===== src/rtl/x_stream_feeder.sv =====
// X operand feeder: buffers host bytes in a small FIFO and sequences one compute job per NUM_X-word frame.
// Optional host_last framing check (frame_err output) is enabled with `define X_FEEDER_LAST_CHK_EN.
module x_stream_feeder #(
    parameter int DATA_W     = 8,
    parameter int FIFO_DEPTH = 8,
    parameter int NUM_X      = 32
) (
    input  logic              clk,
    input  logic              rst,
    input  logic              host_valid,
    input  logic [DATA_W-1:0] host_data,
    input  logic              host_last,
    output logic              host_ready,
    output logic              cs_n,
    output logic              start_in,
    output logic              valid_input,
    output logic [DATA_W-1:0] X_load,
    input  logic              finish,
    output logic              job_done,
    output logic              busy
`ifdef X_FEEDER_LAST_CHK_EN
    ,
    output logic              frame_err
`endif
);

    localparam int PW = $clog2(FIFO_DEPTH);
    localparam int CW = $clog2(NUM_X + 1);
    localparam logic [CW-1:0] NUM_C    = CW'(NUM_X);
    localparam logic [CW-1:0] LAST_IDX = CW'(NUM_X - 1);
    localparam logic [PW:0]   DEPTH_C  = (PW + 1)'(FIFO_DEPTH);

    typedef enum logic [2:0] {
        S_IDLE,
        S_START,
        S_STREAM,
        S_WAIT_FIN,
        S_DONE
    } state_t;

    state_t state, state_nxt;

    logic [DATA_W-1:0] mem [FIFO_DEPTH];
    logic [PW-1:0]     wr_ptr, rd_ptr;
    logic [PW:0]       count;
    logic [CW-1:0]     acc_cnt, snd_cnt;
    logic              armed;
    logic              empty, full, push, pop;

    assign empty      = (count == '0);
    assign full       = (count == DEPTH_C);
    // armed keeps host_ready low while rst is active and for the first edge after it
    assign host_ready = armed && !full && (acc_cnt < NUM_C);
    assign push       = host_valid && host_ready;

    always_comb begin
        state_nxt = state;
        cs_n      = 1'b1;
        start_in  = 1'b0;
        job_done  = 1'b0;
        busy      = 1'b1;
        pop       = 1'b0;
        case (state)
            S_IDLE: begin
                busy = 1'b0;
                if (!empty) state_nxt = S_START;
            end
            S_START: begin
                cs_n      = 1'b0;
                start_in  = 1'b1;
                state_nxt = S_STREAM;
            end
            S_STREAM: begin
                cs_n = 1'b0;
                pop  = !empty;
                if (valid_input && (snd_cnt == LAST_IDX)) state_nxt = S_WAIT_FIN;
            end
            S_WAIT_FIN: begin
                cs_n = 1'b0;
                if (finish) state_nxt = S_DONE;
            end
            S_DONE: begin
                job_done  = 1'b1;
                state_nxt = S_IDLE;
            end
            default: state_nxt = S_IDLE;
        endcase
    end

    always_ff @(posedge clk or posedge rst) begin
        if (rst) state <= S_IDLE;
        else     state <= state_nxt;
    end

    always_ff @(posedge clk) begin
        if (push) mem[wr_ptr] <= host_data;
    end

    always_ff @(posedge clk or posedge rst) begin
        if (rst) begin
            wr_ptr      <= '0;
            rd_ptr      <= '0;
            count       <= '0;
            valid_input <= 1'b0;
            X_load      <= '0;
            acc_cnt     <= '0;
            snd_cnt     <= '0;
            armed       <= 1'b0;
        end else begin
            armed <= 1'b1;
            if (push) wr_ptr <= wr_ptr + PW'(1);
            if (pop)  rd_ptr <= rd_ptr + PW'(1);
            case ({push, pop})
                2'b10:   count <= count + (PW + 1)'(1);
                2'b01:   count <= count - (PW + 1)'(1);
                default: count <= count;
            endcase
            // X_load holds its last value through bubbles
            valid_input <= pop;
            if (pop) X_load <= mem[rd_ptr];
            if (state == S_DONE)  acc_cnt <= '0;
            else if (push)        acc_cnt <= acc_cnt + CW'(1);
            if (state == S_DONE)  snd_cnt <= '0;
            else if (valid_input) snd_cnt <= snd_cnt + CW'(1);
        end
    end

`ifdef X_FEEDER_LAST_CHK_EN
    always_ff @(posedge clk or posedge rst) begin
        if (rst) begin
            frame_err <= 1'b0;
        end else if (push) begin
            if (host_last != (acc_cnt == LAST_IDX)) frame_err <= 1'b1;
        end
    end
`else
    logic unused_last;
    assign unused_last = host_last;
`endif

endmodule


===== config.mk =====
export PLATFORM = sky130hd
export DESIGN_NAME = x_stream_feeder
export DESIGN_NICKNAME = d
export VERILOG_FILES = /design/src/rtl/x_stream_feeder.sv
export SDC_FILE = /design/constraint.sdc
export NUM_CORES = 1
export LEC_CHECK = 0
export CAP_MARGIN = 0
export CELL_PAD_IN_SITES_DETAIL_PLACEMENT = 1
export CELL_PAD_IN_SITES_GLOBAL_PLACEMENT = 1
export CORE_MARGIN = 2
export CORE_UTILIZATION = 56
export CTS_BUF_LIST = sky130_fd_sc_hd__clkbuf_4 sky130_fd_sc_hd__clkbuf_8
export DETAILED_ROUTE_END_ITERATION = 12
export PLACE_DENSITY = 0.86
export SYNTH_ARGS = -nofsm -noshare
export SYNTH_HDL_FRONTEND = slang
export SYNTH_SLANG_ARGS = --single-unit

===== constraint.sdc =====
create_clock -name clk -period 4.35 [get_ports clk]
set_input_delay 1.305 -clock clk [delete_from_list [all_inputs] [get_ports clk]]
set_output_delay 1.305 -clock clk [all_outputs]
set_load 0.005 [all_outputs]

==> results of run 1 <==
[registers in the layout (all words and copies together) (netlist names)]
signal / flops
acc_cnt: 6
snd_cnt: 6
valid_input: 1
mem: 64
state: 3
X_load: 8
count: 4
rd_ptr: 3
wr_ptr: 3
armed: 1
[stage by stage]
stage / instance area [sq um] / utilization [%] / setup slack, ps
after CTS: 4630 / 64.9 / 849
after floorplan: 4060 / - / 1450
after global placement: 4450 / 62.4 / 658
after detailed placement: 4450 / 62.4 / 531
final: 4630 / 64.9 / 848
after global routing: 4630 / 64.9 / 719
[worst reg2reg max path, stage by stage, from the launching register on]
cell,delay [ps]
dfrtp_1,510
nor4b_4,470
nor2_2,180
inv_1,140
ha_1,280
xor2_1,110
ha_1,200
a21oi_1,160
xor2_1,170
nor2_1,80
xor2_1,150
[final cells by class]
cell class	count	area (sq um)	area share [%]
Sequential cell	99	2800	60.4
Multi-Input combinational cell	138	1210	26.0
Timing Repair Buffer	33	310	6.70
Clock buffer	10	131	2.83
Tap cell	99	124	2.67
Clock inverter	6	48.8	1.05
Inverter	4	16.3	0.351
[routing by layer]
| layer | track usage (%) | up-vias | part of all wire (%) | wire, um |
|---|---|---|---|---|
| li1 | - | 1008 | - | - |
| met1 | 29.7 | 1156 | 43 | 3520 |
| met2 | 38.7 | 46 | 54 | 4390 |
| met3 | 4.89 | 9 | 2.4 | 200 |
| met4 | 8.01 | 0 | 1.1 | 92 |
| met5 | 0 | - | 0 | 0 |
[cells in the final DEF, fill, tap and decap left out, drive strengths merged, types with 3 or more instances in the layout]
cell           instances
xor2                   8
dfrtp                 35
xnor2                  8
nor2                  25
nor4b                  3
buf                    8
a21oi                 11
nor4                   3
mux4                  16
mux2                   3
inv                    5
clkdlybuf4s50         25
ha                     7
edfxtp                64
nor3                   8
o21ai                  4
nand2                  9
or3                    3
clkinv                 4
mux2i                 10
clkbuf                10
[logic make-up (layout without fill, tap and decap cells)]
kind of cell	Yosys count	after routing	synth area share [%]
buf+inv	13	53	1.66
other cells	1	1	0.0923
xor+xnor	16	16	3.45
fa+ha+maj	7	7	2.16
compound gates	20	20	2.74
mux	29	29	12.2
flops	99	99	68.9
simple gates	65	65	8.87
[worst paths after layout]
path                       startpoint   endpoint  slack (ps)  cells after the start
max                        host_valid   count[2]         850                     11
min                         X_load[1]  X_load[1]         540                      2
max reg2reg                  count[1]   count[2]        1760                     10
min reg2reg                 X_load[1]  X_load[1]         540                      2
max in group asynchronous         rst  wr_ptr[1]        2670                      3
min in group asynchronous         rst  X_load[3]        1350                      3
[power by group]
part | internal, mW | switching (mW)
Clock | 0.220 | 0.318
Sequential | 1.20 | 0.295
Combinational | 0.536 | 0.419
==> flow_metrics.py, run 1 <==
metrics = {
    "run_status": {
        "outcome": "finished, final reports clean",
    },
    "floorplan": {
        "initial_utilization_pct": 56.9,
        "rows": 31,
        "die_area_sq_um": 7950,
        "core_sq_um": 7140,
        "ios": 27,
        "fp.dieH_um": 89.2,
        "die_w_um": 89.2,
    },
    "power": {
        "power_density_nw_per_um2": 646,
        "p_leak_nw": 1.67,
        "power_mw": 2.99,
        "ir_worst_vdd_mv": 0.242,
    },
    "clocking": {
        "cts-resized-gates": 0,
        "root_buffer": "clkbuf_8",
        "clockBufferDepth": 2,
        "clkTransAtPathRegs_ps": 100,
        "cts_inserted_buffers": 9,
        "cts_hold_buf": 0,
        "cts_tree": "built",
        "post_cts_buffers": 0,
        "clock_sinks": 99,
        "ctsHtreeMaxLevel": 3,
        "worstSkewPairLatency_ps": 360,
    },
    "synthesis": {
        "synth_top_cell_by_area": "edfxtp_1",
        "netlist_area_sq_um": 4060,
        "avgSynthCellArea_sq_um": 16.3,
        "ys_top_cells_by_count": "64 x edfxtp_1, 35 x dfrtp_1, 24 x nor2_1",
        "synth_seq_area_share_pct": 68.9,
        "synth_seq_cells": 99,
        "syn_nets": 270,
        "ys_dominant_reg_cell": "edfxtp_1",
        "synth_top_area_share_pct": 47.3,
        "synthTopCellsByArea": "edfxtp_1 47%, dfrtp_1 22%, mux4_2 8.9%, mux2i_1 2.5%, nor2_1 2.2%",
        "postSynthCellCount": 250,
        "ys_warn_count": 0,
        "yosysMostFrequentCell": "edfxtp_1",
        "ys_async_sr_fraction_pct": 35.4,
        "synth.distinct_cells": 45,
        "synth_edf_count": 64,
    },
    "worst_setup_path": {
        "slowest_stage": "clkdlybuf4s50_1",
        "path_max_fanout": 6,
        "endpoint_kind": "flop",
        "critical_path_class": "in -> reg",
        "required_ps": 4580,
        "cp-start-kind": "input port",
        "max_stage_delay_ps": 590,
        "critical_path.top_delay_family": "buffers and inverters",
        "cp.arrival_ps": 3730,
        "crit_path_cell_trace": "clkdlybuf4s50_1 -> nand3b_1 -> nor2_2 -> inv_1 -> ha_1 -> xor2_1 -> ha_1 -> a21oi_1 -> xor2_1 -> nor2_1 -> xor2_1",
        "crit_buf_inv": 2,
        "path_common_cell": "xor2_1",
    },
    "timing": {
        "hold_viol": 0,
        "final.hold.worst_slack_ps": 539,
        "period_minus_slack_ps": 3500,
        "finClkSkew_ps": 9.02,
        "setup_viol": 0,
        "rsz0062_at_grt": "false",
        "fmax_mhz": 286,
        "worst_slew_pin_slew_ps": 1050,
        "period_share_pct": 80.5,
        "slew_viol_final": 0,
        "setup_tns_ps": 0,
        "slew_headroom_pct": 30.0,
    },
    "global_routing": {
        "grt_pass1_wl_um": 12700,
        "overflow": 0,
        "antenna_found_initial": 0,
        "grt_usage_pct": 22.9,
        "grt_max_degree": 36,
        "grt_pass1_vias": 2357,
    },
    "detailed_routing": {
        "viasPerCell": 5.70,
        "post-route-drc-count": 0,
        "post_drt_wl_per_cell_um": 21.1,
        "vias": 2219,
        "drtAntennaViolNets": 0,
        "routed_wl_um": 8210,
        "first_iter_violations": 109,
        "drt_pass1_iterations": 4,
    },
    "layout": {
        "antenna_cells": 0,
        "drive_gt1_share_pct": 16.9,
        "area_delta_synth_final_pct": 14.1,
        "final.fill_count": 661,
        "finish.cell_count_without_fillers": 389,
        "nets": 305,
    },
    "placement": {
        "portBuffers": 25,
        "dp_hpwl_um": 5520,
        "place_inst": 373,
        "gp_congestion": 0.701,
    },
    "worst_hold_path": {
        "min_path_type": "reg -> reg",
    },
    "job": {
        "drv_cap": 0,
    },
}
Note: power is estimated with default switching activity, not from simulation.
==> inputs of run 2 (changes only) <==
- CORE_UTILIZATION: 56 -> 47
- PLACE_DENSITY: 0.86 -> 0.77
- clock period: 4.35 -> 3.05 ns (I/O delays scaled with it)
==> flow_metrics.py, run 2 (synthesis results as in run 1) <==
metrics = {
    "run_status": {
        "outcome": "finished, final reports clean",
    },
    "power": {
        "pwr-share-seq_pct": 49.6,
        "p_leak_nw": 1.71,
        "swShare_pct": 34.4,
        "internal-power_mw": 2.81,
        "p_clk_share_pct": 19.0,
        "combPwrFrac_pct": 31.4,
        "power_density_nw_per_um2": 911,
        "ir_worst_vdd_mv": 0.329,
        "p_sw_mw": 1.47,
        "power_mw": 4.28,
    },
    "layout": {
        "drive_gt1_share_pct": 18.6,
        "largest_register_ffs": 64,
        "layout_commonest_cell": "edfxtp_1",
        "final.fill_count": 787,
        "largestRegisters": "mem x64, X_load x8",
        "antenna_cells": 0,
        "area_delta_synth_final_pct": 15.7,
        "largest-register": "mem",
        "fin_util_pct": 56.6,
        "nets": 311,
        "finish.cell_count_without_fillers": 401,
        "final_cell_mix": "64 x edfxtp_1, 35 x dfrtp_1, 25 x clkdlybuf4s50_1, 24 x nor2_1, 16 x mux4_2",
    },
    "detailed_routing": {
        "post_drt_wl_per_cell_um": 19.2,
        "vias": 2252,
        "post-route-drc-count": 0,
        "drt_pass1_iterations": 4,
        "routed_wl_um": 7720,
        "drtAntennaViolNets": 0,
        "first_iter_violations": 140,
        "viasPerCell": 5.62,
    },
    "timing": {
        "slew_viol_final": 0,
        "fmax_mhz": 344,
        "rsz0062_at_grt": "false",
        "setup_tns_ps": 0,
        "period_minus_slack_ps": 2910,
        "finClkSkew_ps": 15.1,
        "hold_viol": 0,
        "worst_slew_pin_slew_ps": 1040,
        "slew_headroom_pct": 30.4,
        "period_share_pct": 95.4,
        "setup_viol": 0,
        "final.hold.worst_slack_ps": 538,
    },
    "clocking": {
        "clock_sinks": 99,
        "cts_hold_buf": 0,
        "clkTransAtPathRegs_ps": 100,
        "worstSkewPairLatency_ps": 360,
        "ctsHtreeMaxLevel": 3,
        "post_cts_buffers": 0,
        "cts_inserted_buffers": 9,
        "root_buffer": "clkbuf_8",
        "clockBufferDepth": 2,
        "cts-resized-gates": 0,
        "cts_tree": "built",
    },
    "floorplan": {
        "die_w_um": 97.0,
        "core_sq_um": 8300,
        "ios": 27,
        "fp.dieH_um": 97.0,
        "rows": 33,
        "initial_utilization_pct": 49.0,
        "die_area_sq_um": 9400,
    },
    "placement": {
        "gp_congestion": 0.773,
        "place_inst": 385,
        "portBuffers": 25,
        "dp_hpwl_um": 5120,
    },
    "worst_setup_path": {
        "r2r_end": "count[2]",
        "required_ps": 2130,
        "critical_path_class": "reg -> out",
        "r2r-start": "count[1]",
        "path_max_fanout": 8,
        "cp-start-kind": "flop",
        "cp.arrival_ps": 1990,
        "worst_r2r_path_depth": 11,
        "rrSetupSlack_ps": 680,
        "endpoint_kind": "primary output",
    },
    "global_routing": {
        "grt_pass1_wl_um": 12900,
        "grt_max_degree": 36,
        "antenna_found_initial": 0,
        "grt_usage_pct": 17.7,
        "grt_pass1_vias": 2401,
        "overflow": 0,
    },
    "worst_hold_path": {
        "min_path_type": "reg -> reg",
        "min-delay-start": "X_load[2]",
        "min_to": "X_load[2]",
        "min_path_cells": 2,
    },
    "job": {
        "drv_cap": 0,
    },
}
run 2: final cells by class:
class / count / area (sq um) / share of cell area (%)
tap: 105 / 131 / 2.79
sequential: 99 / 2800 / 59.5
multi-input combinational: 138 / 1210 / 25.7
clock inverter: 7 / 70.1 / 1.49
clock buffer: 9 / 124 / 2.64
timing repair buffer: 39 / 355 / 7.56
inverter: 4 / 16.3 / 0.346
run 2: worst max path at each step:
stage | start | depth (start not counted) | slack (ps) | end
floorplan | host_valid | 10 | 540 | count[2]
global placement | host_valid | 11 | 120 | count[2]
detailed placement | host_valid | 11 | 20 | count[2]
CTS | count[1] | 4 | 120 | host_ready
global route | count[1] | 4 | 60 | host_ready
finish | count[1] | 4 | 140 | host_ready
run 2: worst max-delay path, stage by stage (launching register included):
cell             delay, ps
dfrtp_1                550
nor4b_4                100
or3b_4                 420
clkinv_2                80
clkdlybuf4s50_1        490
run 2: power groups by stage:
stage	Sequential, mW	Clock (mW)	Combinational, mW
6_report	2.12	0.815	1.34
4_1_cts	2.13	0.831	1.37
3_3_place_gp	2.14	0	1.29
2_1_floorplan	1.94	0	1.07
5_1_grt	2.19	0.888	1.50
3_5_place_dp	2.16	0	1.36
run 2: metal layers:
metal,routed length [um],up-vias,global-route usage [%]
met1,3850,1180,26.4
met2,3580,35,26.8
met5,0,-,0
met3,185,13,3.11
met4,92,0,5.63
li1,-,1024,-
run 2: stage by stage:
step           area [sq um]  setup WS [ps]
6_report               4700            141
5_1_grt                4700           59.2
3_5_place_dp           4510           21.6
2_1_floorplan          4060            536
3_3_place_gp           4510            124
4_1_cts                4700            125
==> inputs of run 3 (changes only) <==
- SKIP_LAST_GASP: unset -> 1
==> results of run 3 <==
Same layout as run 2: the final DEF is identical, and so are final timing and power.
==> patch 1: new RTL, flow settings as in run 2 <==
Add a define of `X_FEEDER_LAST_CHK_EN`.
--- a/src/rtl/x_stream_feeder.sv
+++ b/src/rtl/x_stream_feeder.sv
@@ -1,5 +1,7 @@
 // X operand feeder: buffers host bytes in a small FIFO and sequences one compute job per NUM_X-word frame.
 // Optional host_last framing check (frame_err output) is enabled with `define X_FEEDER_LAST_CHK_EN.
+`define X_FEEDER_LAST_CHK_EN
+
 module x_stream_feeder #(
     parameter int DATA_W     = 8,
     parameter int FIFO_DEPTH = 8,
Function (old outputs only; new: frame_err): kept (Yosys induction, for registers that start in step).
==> patch 1 against run 2 <==
Final area increased by 0.83%. Area after synthesis grew 0.59%. Total power fell by 2.1%. Critical path type unchanged. Critical path depth stayed put. Routed wire length is 0.88% higher. Sequential cell count rose by 1. Worst setup slack worse by 0.029 ns. Clock skew is 0.0022 ns lower.
==> patch 1: results <==
[synth]
postSynthAreaPerCell_um2 = 16.0
synth_xor_xnor_area_share_pct = 3.86
ys_types = 41
ys_async_sr_fraction_pct = 36.0
post_synth_most_frequent_cells = "sky130_fd_sc_hd__edfxtp_1, sky130_fd_sc_hd__dfrtp_1, sky130_fd_sc_hd__nand2_1, sky130_fd_sc_hd__mux4_2, sky130_fd_sc_hd__nor2_1"
post_synth_main_area_contributors = "sky130_fd_sc_hd__edfxtp_1, sky130_fd_sc_hd__dfrtp_1, sky130_fd_sc_hd__mux4_2"
yosysSeqAreaShare_pct = 69.1
synth_adder_area_share_pct = 2.14

[worst_setup_path]
cpLargestDelayFamily = "simple AND/OR/NAND/NOR gates"
slowest_stage = "sky130_fd_sc_hd__clkdlybuf4s50_1"
cp.arrival_ns = 2.02
crit_path_max_incr_delay_ns = 0.50

[placed_design]
dp_hpwl_um = 5150
post-place-cells = 395
postPlaceCellArea_um2 = 4550
port_buffers = 27

[finish]
drive_gt1_share_pct = 17.2
num-nets-final = 318
syn_to_layout_area_delta_pct = 16.0
final_cells = 411
final.fill_count = 833

[global_routing]
met2_capacity_usage_during_global_routing_pct = 29.5
global_route_wire_length_before_repair_um = 12900
via_count_of_the_first_global_routing_pass = 2413
pin_count_of_the_biggest_net_entering_global_routing = 37
gr-usage-met1_pct = 23.6
track_usage_pct = 18.0

[status]
run_status = "complete, no violations"

[detailed_routing]
route.met2.wl_um = 3840
met3WireLength_um = 195
m1WireLength_um = 3520
detailedRoute.firstIterationViolations = 124
drt-wirelength-per-cell_um = 18.9

[power]
irDropWorstVdd_uv = 357
p_leak_nw = 1.74

[timing]
timing.clock.skew_ns = 0.0129
timing.hold.ws_ns = 0.474
[patch 1: cell types whose count changed in the layout (fill, tap and decap cells not counted), sizes merged, moves of 4 or more]
| cell | change |
|---|---|
| a21oi | -8 |
| clkinv | -4 |
| nand2 | +9 |
| nor2 | -9 |
| nor3b | +4 |
| o21ai | +7 |
[patch 1: final timing paths]
| check | from | depth (start not counted) | endpoint |
|---|---|---|---|
| max | count[3] | 4 | host_ready |
| min | frame_err | 1 | frame_err |
| max reg2reg | count[1] | 10 | count[2] |
| min reg2reg | frame_err | 1 | frame_err |
| max in group asynchronous | rst | 3 | X_load[7] |
| min in group asynchronous | rst | 3 | X_load[1] |
[patch 1: power by group]
| group | switching [mW] | internal [mW] | total [mW] |
|---|---|---|---|
| logic | 0.606 | 0.749 | 1.35 |
| clock network | 0.473 | 0.322 | 0.795 |
| registers | 0.316 | 1.73 | 2.04 |
| total | 1.39 | 2.80 | 4.19 |
[patch 1: final cells by class]
type	count	area share [%]
Multi-Input combinational cell	140	25.1
Tap cell	108	2.85
Timing Repair Buffer	43	8.24
Clock inverter	6	1.14
Clock buffer	10	2.77
Inverter	4	0.317
Sequential cell	100	59.6
[patch 1: logic make-up (layout without fill, tap and decap cells)]
logic type	count (synthesis)	after routing
xor+xnor	18	18
fa+ha+maj	7	7
flops	100	100
mux	28	28
other cells	1	1
compound gates	20	20
buf+inv	15	63
simple gates	66	66
[patch 1: metrics by stage]
stage / setup WS [ns] / TNS, ns / power (mW)
finish: 0.112 / 0 / 4.19
CTS: 0.0915 / 0 / 4.25
global placement: 0.127 / 0 / 3.38
global route: 0.0241 / 0 / 4.48
floorplan: 0.350 / 0 / 2.98
detailed placement: -0.0234 / -0.0234 / 3.45
==> patch 2: new RTL, settings of run 2 <==
Made on the original files. Re-encode `state_t` (5 states) as one-hot, 5 bits wide.
--- a/src/rtl/x_stream_feeder.sv
+++ b/src/rtl/x_stream_feeder.sv
@@ -30,12 +30,12 @@
     localparam logic [CW-1:0] LAST_IDX = CW'(NUM_X - 1);
     localparam logic [PW:0]   DEPTH_C  = (PW + 1)'(FIFO_DEPTH);
 
-    typedef enum logic [2:0] {
-        S_IDLE,
-        S_START,
-        S_STREAM,
-        S_WAIT_FIN,
-        S_DONE
+    typedef enum logic [4:0] {
+        S_IDLE     = 5'b00001,
+        S_START    = 5'b00010,
+        S_STREAM   = 5'b00100,
+        S_WAIT_FIN = 5'b01000,
+        S_DONE     = 5'b10000
     } state_t;
 
     state_t state, state_nxt;
Behaviour: same outputs for any inputs over 10 cycles, from zero or initial values and one cycle with rst high; not proved beyond that.
==> patch 2 against run 2 <==
Sequential cell count is 2 higher. Routed wire length hardly changed. Die area is 2.6% higher. Maximum frequency is 1.7% higher. Critical path depth stayed put. Worst hold slack worse by 0.052 ns. Final area is 2.3% higher. Synthesized cell count is 4.0% higher. Largest cell class unchanged. Sequential power is 6% lower. Worst setup slack better by 0.048 ns. Total power is 6.2% lower. First-iteration DRC count is 34% lower. Area after synthesis is 2.7% higher.
==> patch 2: results <==
[status]
run_status = "complete, no violations"

[synth]
synth_adder_area_share_pct = 2.10
yosysSeqAreaShare_pct = 68.3
synth-compound-area-share_pct = 2.73
postSynthAreaPerCell_um2 = 16.0
synth.mux.area_fraction_pct = 11.6
post_synth_main_area_contributors = "sky130_fd_sc_hd__edfxtp_1, sky130_fd_sc_hd__dfrtp_1, sky130_fd_sc_hd__mux4_2"

[worst_setup_path]
rr_startpoint = "count[0]"
slowest_stage = "sky130_fd_sc_hd__clkdlybuf4s50_1"
critPathMaxFanout = 4
r2r_cells = 10
cpLargestDelayFamily = "simple AND/OR/NAND/NOR gates"

[finish]
layout.clock.cell_area_share_pct = 4.35
multi_input_logic_area_um2 = 1230
num-nets-final = 321
seq_area_share_pct = 59.3
signal_buffers = 40
seq_area_um2 = 2850
n_clock_buffer = 10
bufAreaShareNonClock_pct = 7.55
drive_gt1_share_pct = 18.3
final.fill_count = 840

[global_routing]
pin_count_of_the_biggest_net_entering_global_routing = 38
via_count_of_the_first_global_routing_pass = 2398

[detailed_routing]
drt-wirelength-per-cell_um = 18.6
vias_per_cell = 5.47
detailedRoute.firstIterationViolations = 92
route.met2.wl_um = 3750

[timing]
timing.clock.skew_ns = 0.0152
fin_ws_ns = 0.189

[placed_design]
postPlaceCellArea_um2 = 4600
dp_hpwl_um = 5100
gp_congestion = 0.727

[power]
p_leak_nw = 1.76

[cts]
cts.sinks = 101
==> patch 2: cell count changes after synthesis, moves of 2 or more <==
cell | before | now
sky130_fd_sc_hd__a21oi_1 | 11 | 3
sky130_fd_sc_hd__buf_1 | 1 | 3
sky130_fd_sc_hd__buf_2 | 4 | 1
sky130_fd_sc_hd__mux2_1 | 2 | 0
sky130_fd_sc_hd__nand2_1 | 8 | 20
sky130_fd_sc_hd__nor2_1 | 24 | 13
sky130_fd_sc_hd__nor2b_1 | 0 | 4
sky130_fd_sc_hd__nor3b_1 | 1 | 4
sky130_fd_sc_hd__o21ai_0 | 4 | 12
sky130_fd_sc_hd__o21ai_1 | 0 | 2
==> patch 2: report_power, final <==
group | leakage [nW] | total (mW) | switching [mW] | internal (mW)
clock network | 0.104 | 0.878 | 0.474 | 0.405
logic | 0.609 | 1.14 | 0.506 | 0.633
registers | 1.05 | 2.00 | 0.284 | 1.71
total | 1.76 | 4.02 | 1.26 | 2.75
